--- src/rtl/nnrv_mmio_uart_tx_if.sv ---
// nnrv_mmio_uart_tx_if
//   Memory-stage data port bundle (same rd/wr addr/en/mask/data signalling
//   as the RAM port) used to reach the memory-mapped UART transmitter.
//   master : mem stage (drives requests, receives read data)
//   slave  : responder (UART)
//   Signals: i_rd_addr, i_rd_en, i_rd_mask, o_rd_data (combinational),
//            i_wr_addr, i_wr_en, i_wr_mask, i_wr_data
interface nnrv_mmio_uart_tx_if #(
   parameter int XLEN       = 64,
   parameter int ADDR_WIDTH = 8,
   parameter int MASK_WIDTH = 8
);
   logic [ADDR_WIDTH-1:0] i_rd_addr;
   logic                  i_rd_en;
   logic [MASK_WIDTH-1:0] i_rd_mask;
   logic [XLEN-1:0]       o_rd_data;
   logic [ADDR_WIDTH-1:0] i_wr_addr;
   logic                  i_wr_en;
   logic [MASK_WIDTH-1:0] i_wr_mask;
   logic [XLEN-1:0]       i_wr_data;

   modport master (
      output i_rd_addr, i_rd_en, i_rd_mask,
      input  o_rd_data,
      output i_wr_addr, i_wr_en, i_wr_mask, i_wr_data
   );

   modport slave (
      input  i_rd_addr, i_rd_en, i_rd_mask,
      output o_rd_data,
      input  i_wr_addr, i_wr_en, i_wr_mask, i_wr_data
   );
endinterface

--- src/rtl/nnrv_mmio_uart_tx.sv ---
// nnrv_mmio_uart_tx
//   Memory-mapped UART transmitter on the mem stage's data port. Bytes
//   written to TXDATA enter a small TX FIFO; a bit-serial FSM shifts them
//   out on o_tx (8N1, LSB first, idle high). STATUS and DIV are readable.
//   Register window (offset from BASE_ADDR):
//     0x00 TXDATA (W)     push wr_data[7:0] when wr_mask[0]
//     0x08 STATUS (R/W1C) [0] empty [1] full [2] busy [3] overflow [7:4] count
//     0x10 DIV    (R/W)   [15:0] bit period = DIV+1 clocks
// Ports
//   i_clk   clock
//   i_rst   asynchronous active-low reset
//   bus     data port (slave modport of nnrv_mmio_uart_tx_if)
//   o_tx    serial line, idle high
//   o_busy  shifter not IDLE (registered with the state)
// Configuration
//   NNRV_UART_PARITY_EN : adds an even-parity bit between data and stop
//                         (11-bit frame); undefined gives plain 8N1.
module nnrv_mmio_uart_tx #(
   parameter int                    XLEN       = 64,
   parameter int                    ADDR_WIDTH = 8,
   parameter int                    MASK_WIDTH = 8,
   parameter logic [ADDR_WIDTH-1:0] BASE_ADDR  = 8'hC0,
   parameter int                    FIFO_DEPTH = 4,
   parameter logic [15:0]           DIV_RESET  = 16'd433
) (
   input  logic                i_clk,
   input  logic                i_rst,
   nnrv_mmio_uart_tx_if.slave  bus,
   output logic                o_tx,
   output logic                o_busy
);

   localparam int                    PW       = (FIFO_DEPTH > 1) ? $clog2(FIFO_DEPTH) : 1;
   localparam logic [3:0]            FULL_CNT = 4'(FIFO_DEPTH);
   localparam logic [ADDR_WIDTH-1:0] A_TXDATA = BASE_ADDR;
   localparam logic [ADDR_WIDTH-1:0] A_STATUS = BASE_ADDR + ADDR_WIDTH'(8);
   localparam logic [ADDR_WIDTH-1:0] A_DIV    = BASE_ADDR + ADDR_WIDTH'(16);

   typedef enum logic [2:0] {
      S_IDLE,
      S_START,
      S_DATA,
      S_PARITY,
      S_STOP
   } state_t;

   state_t          state_q, state_d;
   logic [15:0]     div_q;
   logic [15:0]     cnt_q, cnt_d;
   logic [2:0]      bit_q, bit_d;
   logic [7:0]      shift_q, shift_d;
   logic            busy_q;
   logic            tick;

   logic [7:0]      fifo_mem [FIFO_DEPTH];
   logic [PW-1:0]   wr_ptr, rd_ptr;
   logic [3:0]      count;
   logic            full, empty;
   logic            push, pop;
   logic            ovf_q;

   logic            wr_txdata, wr_status_clr, wr_div;
   logic [XLEN-1:0] rd_data;

`ifdef NNRV_UART_PARITY_EN
   logic            par_q, par_d;
`endif

   // bits the port carries but this block never looks at
   wire unused = &{1'b0, bus.i_rd_mask, bus.i_wr_data[XLEN-1:16],
                   bus.i_wr_mask[MASK_WIDTH-1:2]};

   // ---------------- write decode ----------------
   assign wr_txdata     = bus.i_wr_en && (bus.i_wr_addr == A_TXDATA) && bus.i_wr_mask[0];
   assign wr_status_clr = bus.i_wr_en && (bus.i_wr_addr == A_STATUS) && bus.i_wr_mask[0]
                          && bus.i_wr_data[3];
   assign wr_div        = bus.i_wr_en && (bus.i_wr_addr == A_DIV);

   // ---------------- TX FIFO ----------------
   assign full  = (count == FULL_CNT);
   assign empty = (count == 4'd0);
   // a pop in the same cycle frees the slot, so a full FIFO can still accept
   assign push  = wr_txdata && (!full || pop);

   always_ff @(posedge i_clk) begin
      if (push) fifo_mem[wr_ptr] <= bus.i_wr_data[7:0];
   end

   always_ff @(posedge i_clk or negedge i_rst) begin
      if (!i_rst) begin
         wr_ptr <= '0;
         rd_ptr <= '0;
         count  <= 4'd0;
         ovf_q  <= 1'b0;
         div_q  <= DIV_RESET;
      end else begin
         if (push) wr_ptr <= wr_ptr + 1'b1;
         if (pop)  rd_ptr <= rd_ptr + 1'b1;
         case ({push, pop})
            2'b10:   count <= count + 4'd1;
            2'b01:   count <= count - 4'd1;
            default: ;
         endcase
         if (wr_txdata && !push) ovf_q <= 1'b1;
         else if (wr_status_clr) ovf_q <= 1'b0;
         if (wr_div) begin
            if (bus.i_wr_mask[0]) div_q[7:0]  <= bus.i_wr_data[7:0];
            if (bus.i_wr_mask[1]) div_q[15:8] <= bus.i_wr_data[15:8];
         end
      end
   end

   // ---------------- shifter FSM ----------------
   // cnt is reloaded from DIV at every bit boundary, so DIV writes only
   // affect the next bit.
   assign tick = (cnt_q == 16'd0);

   always_comb begin
      state_d = state_q;
      cnt_d   = cnt_q;
      bit_d   = bit_q;
      shift_d = shift_q;
      pop     = 1'b0;
`ifdef NNRV_UART_PARITY_EN
      par_d   = par_q;
`endif
      if (state_q != S_IDLE && !tick) cnt_d = cnt_q - 16'd1;

      case (state_q)
         S_IDLE: begin
            if (!empty) begin
               pop     = 1'b1;
               shift_d = fifo_mem[rd_ptr];
`ifdef NNRV_UART_PARITY_EN
               par_d   = ^fifo_mem[rd_ptr];
`endif
               cnt_d   = div_q;
               state_d = S_START;
            end
         end
         S_START: begin
            if (tick) begin
               cnt_d   = div_q;
               bit_d   = 3'd0;
               state_d = S_DATA;
            end
         end
         S_DATA: begin
            if (tick) begin
               cnt_d   = div_q;
               shift_d = {1'b0, shift_q[7:1]};
               if (bit_q == 3'd7) begin
`ifdef NNRV_UART_PARITY_EN
                  state_d = S_PARITY;
`else
                  state_d = S_STOP;
`endif
               end else begin
                  bit_d = bit_q + 3'd1;
               end
            end
         end
`ifdef NNRV_UART_PARITY_EN
         S_PARITY: begin
            if (tick) begin
               cnt_d   = div_q;
               state_d = S_STOP;
            end
         end
`endif
         S_STOP: begin
            if (tick) begin
               // back-to-back frames: no idle bit between stop and start
               if (!empty) begin
                  pop     = 1'b1;
                  shift_d = fifo_mem[rd_ptr];
`ifdef NNRV_UART_PARITY_EN
                  par_d   = ^fifo_mem[rd_ptr];
`endif
                  cnt_d   = div_q;
                  state_d = S_START;
               end else begin
                  state_d = S_IDLE;
               end
            end
         end
         default: state_d = S_IDLE;
      endcase
   end

   always_ff @(posedge i_clk or negedge i_rst) begin
      if (!i_rst) begin
         state_q <= S_IDLE;
         cnt_q   <= 16'd0;
         bit_q   <= 3'd0;
         shift_q <= 8'd0;
         busy_q  <= 1'b0;
`ifdef NNRV_UART_PARITY_EN
         par_q   <= 1'b0;
`endif
      end else begin
         state_q <= state_d;
         cnt_q   <= cnt_d;
         bit_q   <= bit_d;
         shift_q <= shift_d;
         busy_q  <= (state_d != S_IDLE);
`ifdef NNRV_UART_PARITY_EN
         par_q   <= par_d;
`endif
      end
   end

   // o_tx decodes straight from the state register, so reset forces the
   // line high without waiting for a clock.
   always_comb begin
      o_tx = 1'b1;
      case (state_q)
         S_START: o_tx = 1'b0;
         S_DATA:  o_tx = shift_q[0];
`ifdef NNRV_UART_PARITY_EN
         S_PARITY: o_tx = par_q;
`endif
         default: o_tx = 1'b1;
      endcase
   end

   assign o_busy = busy_q;

   // ---------------- read mux ----------------
   always_comb begin
      rd_data = '0;
      if (bus.i_rd_en) begin
         if (bus.i_rd_addr == A_STATUS)
            rd_data[7:0] = {count, ovf_q, busy_q, full, empty};
         else if (bus.i_rd_addr == A_DIV)
            rd_data[15:0] = div_q;
      end
   end

   assign bus.o_rd_data = rd_data;

endmodule

--- src/flat_wrapper.sv ---
// flat-port wrapper written by rule: the top's interface ports become plain ports
module nnrv_mmio_uart_tx_flat 
#(
   parameter int                    XLEN       = 64,
   parameter int                    ADDR_WIDTH = 8,
   parameter int                    MASK_WIDTH = 8,
   parameter logic [ADDR_WIDTH-1:0] BASE_ADDR  = 8'hC0,
   parameter int                    FIFO_DEPTH = 4,
   parameter logic [15:0]           DIV_RESET  = 16'd433
)
  (i_clk, i_rst, o_tx, o_busy, bus_i_rd_addr, bus_i_rd_en, bus_i_rd_mask, bus_o_rd_data, bus_i_wr_addr, bus_i_wr_en, bus_i_wr_mask, bus_i_wr_data);
  nnrv_mmio_uart_tx_if #(.XLEN(XLEN), .ADDR_WIDTH(ADDR_WIDTH), .MASK_WIDTH(MASK_WIDTH)) bus_i ();
  input  logic i_clk;
  input  logic i_rst;
  output logic o_tx;
  output logic o_busy;
  input wire logic [$bits(bus_i.i_rd_addr)-1:0] bus_i_rd_addr;
  input wire logic [$bits(bus_i.i_rd_en)-1:0] bus_i_rd_en;
  input wire logic [$bits(bus_i.i_rd_mask)-1:0] bus_i_rd_mask;
  output wire logic [$bits(bus_i.o_rd_data)-1:0] bus_o_rd_data;
  input wire logic [$bits(bus_i.i_wr_addr)-1:0] bus_i_wr_addr;
  input wire logic [$bits(bus_i.i_wr_en)-1:0] bus_i_wr_en;
  input wire logic [$bits(bus_i.i_wr_mask)-1:0] bus_i_wr_mask;
  input wire logic [$bits(bus_i.i_wr_data)-1:0] bus_i_wr_data;
  assign bus_i.i_rd_addr = bus_i_rd_addr;
  assign bus_i.i_rd_en = bus_i_rd_en;
  assign bus_i.i_rd_mask = bus_i_rd_mask;
  assign bus_o_rd_data = bus_i.o_rd_data;
  assign bus_i.i_wr_addr = bus_i_wr_addr;
  assign bus_i.i_wr_en = bus_i_wr_en;
  assign bus_i.i_wr_mask = bus_i_wr_mask;
  assign bus_i.i_wr_data = bus_i_wr_data;
  nnrv_mmio_uart_tx #(.XLEN(XLEN), .ADDR_WIDTH(ADDR_WIDTH), .MASK_WIDTH(MASK_WIDTH), .BASE_ADDR(BASE_ADDR), .FIFO_DEPTH(FIFO_DEPTH), .DIV_RESET(DIV_RESET)) u_core (.i_clk(i_clk), .i_rst(i_rst), .bus(bus_i), .o_tx(o_tx), .o_busy(o_busy));
endmodule
--- config.mk ---
export PLATFORM = sky130hd
export DESIGN_NAME = nnrv_mmio_uart_tx_flat
export DESIGN_NICKNAME = d
export VERILOG_FILES = /design/src/rtl/nnrv_mmio_uart_tx_if.sv /design/src/rtl/nnrv_mmio_uart_tx.sv /design/src/flat_wrapper.sv
export SDC_FILE = /design/constraint.sdc
export NUM_CORES = 1
export LEC_CHECK = 0
export CORE_ASPECT_RATIO = 2
export CORE_UTILIZATION = 45
export DETAILED_ROUTE_END_ITERATION = 10
export PLACE_DENSITY = 0.77
export SETUP_SLACK_MARGIN = 0.2
export SLEW_MARGIN = 20
export SYNTH_ARGS = -nofsm -noshare
export SYNTH_HDL_FRONTEND = slang
export SYNTH_SLANG_ARGS = --single-unit
--- constraint.sdc ---
create_clock -name i_clk -period 2.57 [get_ports i_clk]
set_input_delay 0.514 -clock i_clk [delete_from_list [all_inputs] [get_ports i_clk]]
set_output_delay 0.514 -clock i_clk [all_outputs]
set_load 0.05 [all_outputs]
==> out/qor.yml, run 1 <==
p_seq_share_pct: 44.1
cts_root_buf: "clkbuf_16"
cts_max_level: 3
setup_viol: 0
regArea_um2: 2370
cts.clk_slew.worst_paths_ns: 0.07
synth_edf_count: 32
power.density_nw_per_um2: 727
cp_slowest_stage_delay_ns: 0.26
holdCritPathClass: "input pin to asynchronous set/reset pin"
synthDistinctLibCells: 63
ir_drop_uv: 516
drcViolationCount: 0
synth_commonest_cells: "51 x buf_4, 51 x dfrtp_1, 42 x nand2_1"
avgSynthCellArea_um2: 11.1
worst_pin_slew_ns: 0.624
path_common_cell: "buf_6"
vias: 3606
holdBufCountCts: 0
synth_top_area_share_pct: 25.8
place.gp.congestion: 0.902
netlist_area_um2: 4950
place_ws_ns: -0.156
clk_latency_ns: 0.34
port_buffers: 55
grt_start_max_net_pins: 25
max_freq_mhz: 415
rsz0062_at_grt: "true"
die_w_um: 76.2
fin_util_pct: 60.9
rr_endpoint: "u_core.count[1]"
grt-ovfl-total: 0
synthArstFlopShare_pct: 63.6
initial_core_util_pct: 46.6
core_um2: 10600
drt_iter0_drc: 214
place_inst: 647
hold_slack_ns: 0.0605
arrival_ns: 1.90
grt_pass1_vias: 3600
maxCapViolations: 0
period_needed_ns: 2.41
crit_path_top_delay_cell: "nor4_4"
fin_crit_sh_pct: 93.8
multi_input_area_um2: 2520
die_h_um: 150
internal_power_mw: 3.04
rr_worst_depth: 9
ff2ff_setup_slack_ns: 0.25
skew_ns: 0.00854
p_sw_share_pct: 35.4
io_pins: 166
viasPerCell: 5.37
avgRoutedWirePerCell_um: 17.2
max_slew_margin_pct: 58.4
synth_cells: 444
finalHoldViolations: 0
combPwrFrac_pct: 28.0
crit_required_ns: 2.06
grt_util_all_layers_pct: 20.8
p_total_mw: 4.70
p_leak_nw: 2.68
cts_sinks: 88
postRouteWirelength_um: 11500
n_fill_cell: 807
status: "finished, final reports clean"
path_cells: "buf_6, nor4_4, nand3_2, buf_6, nor3b_4, buf_6, a22oi_2, nor2b_4, buf_12"
dieArea_um2: 11400
worst-path-max-fanout: 8
grt_pass1_wl_um: 18100
synth_seq_area_share_pct: 47.9
antenna_found_initial: 0
yosys_warnings: 0
fin_nets: 639
yosys.area.top_type: "dfrtp_1"
worst_slack_ns: 0.159
cts_buffers: 9
cts_tree: "built"
rows: 53
fin_cells: 672
synthTopCellsByArea: "dfrtp_1 26%, edfxtp_1 19%, buf_4 7.7%"
antenna_left: 0
drt_pre_antenna_iters: 4
layout-drive-gt1-share_pct: 32.3
area_growth_pct: 30.6
pwr-share-clk_pct: 27.9
synth_ff_type: "dfrtp_1"
rr_startpoint: "u_core.cnt_q[0]"
diodes: 0
end_kind: "primary output"
dpl.hpwl_um: 8550
slew_violations: 0
clk_path_buf_depth: 2
ys_ff_latch: 88
start_kind: "input pin"
p_sw_mw: 1.66
path_class: "input pin to primary output"
[kinds of logic (layout without fill, tap and decap cells)]
kind of cell    count (synthesis)  count (layout)  share of synthesized area (%)
compound gates                 72              72                           10.0
xor+xnor                       21              21                           3.72
fa+ha+maj                       9               9                           2.28
buf+inv                        70             114                           9.78
flops                          88              88                           47.9
mux                            33              33                           9.13
other cells                     1              48                         0.0758
simple gates                  150             150                           17.1
[cells in the final DEF (no fill, tap or decap), drive strengths merged, types with 5 or more instances in the layout]
cell / instances
nor2: 27
inv: 9
a22oi: 9
or3: 5
o21ai: 19
conb: 48
nor3: 16
and3: 11
clkbuf: 9
nor4: 8
nand2: 43
nor2b: 8
mux2i: 8
buf: 59
mux4: 8
xnor2: 13
mux2: 17
ha: 9
and2: 6
dfrtp: 51
nand3: 7
dfstp: 5
xor2: 8
edfxtp: 32
a21oi: 28
clkdlybuf4s50: 30
[worst max-delay path: cells and delay by family]
kind / cells / cell delay [ns]
AOI/OAI and AO/OA: 1 / 0.08
and+or+nand+nor: 4 / 0.72
buffers and inverters: 4 / 0.57
[worst max-delay path by stage]
stage / cells after the start / slack, ns / end / startpoint
5_1_grt: 9 / 0.09 / bus_o_rd_data[2] / bus_i_rd_addr[0]
3_3_place_gp: 8 / -0.13 / bus_o_rd_data[2] / bus_i_rd_addr[1]
3_5_place_dp: 8 / -0.16 / bus_o_rd_data[2] / bus_i_rd_addr[1]
6_report: 9 / 0.16 / bus_o_rd_data[2] / bus_i_rd_addr[0]
2_1_floorplan: 6 / 0.18 / bus_o_rd_data[6] / bus_i_rd_addr[1]
4_1_cts: 9 / 0.14 / bus_o_rd_data[2] / bus_i_rd_addr[5]
[per-layer routing]
| metal | vias up | share of wire, % | GRT usage, % |
|---|---|---|---|
| li1 | 1683 | - | - |
| met1 | 1754 | 35 | 20.9 |
| met2 | 139 | 60 | 41.8 |
| met3 | 30 | 3.0 | 2.91 |
| met4 | 0 | 2.8 | 8.85 |
| met5 | - | 0 | 0 |
[power groups by stage]
stage,Sequential [mW],Combinational [mW],Clock [mW]
4_1_cts,2.07,1.25,1.33
3_3_place_gp,2.06,1.18,0
3_5_place_dp,2.08,1.21,0
5_1_grt,2.12,1.43,1.38
6_report,2.07,1.31,1.31
2_1_floorplan,1.95,1.08,0
[final cells by class]
| cell class | instances | area share [%] |
|---|---|---|
| multi-input combinational | 333 | 39.0 |
| inverter | 5 | 0.290 |
| tap | 137 | 2.65 |
| clock buffer | 9 | 3.48 |
| timing repair buffer | 93 | 16.7 |
| clock inverter | 7 | 1.22 |
| sequential | 88 | 36.7 |
[timing repair]
item,in CTS,in global routing
gates resized for setup,45,14
buffers inserted,2,6
endpoints found under the setup margin,50,62
pin swaps,5,11
cloned,1,0
[sequential cells by signal (all words and copies together), names as in the netlist]
name / flops
u_core.count: 4
u_core.ovf_q: 1
u_core.state_q: 3
u_core.fifo_mem: 32
u_core.shift_q: 8
u_core.bit_q: 3
u_core.wr_ptr: 2
u_core.div_q: 16
u_core.cnt_q: 16
u_core.o_busy: 1
u_core.rd_ptr: 2
[metrics by stage]
stage | setup TNS, ns | area [µm²]
floorplan | 0 | 5200
global placement | -1.33 | 5890
detailed placement | -1.81 | 5890
CTS | 0 | 6370
global route | 0 | 6460
finish | 0 | 6460
Note: power is estimated with default switching activity, not from simulation.
==> run 2: changes to the inputs <==
--- a/config.mk
+++ b/config.mk
@@ -10,7 +10,6 @@
 export DETAILED_ROUTE_END_ITERATION = 10
 export PLACE_DENSITY = 0.77
 export SETUP_SLACK_MARGIN = 0.2
-export SLEW_MARGIN = 20
 export SYNTH_ARGS = -nofsm -noshare
 export SYNTH_HDL_FRONTEND = slang
 export SYNTH_SLANG_ARGS = --single-unit
==> results of run 2 <==
Same layout as run 1: the final DEF is identical, and so are final timing and power.
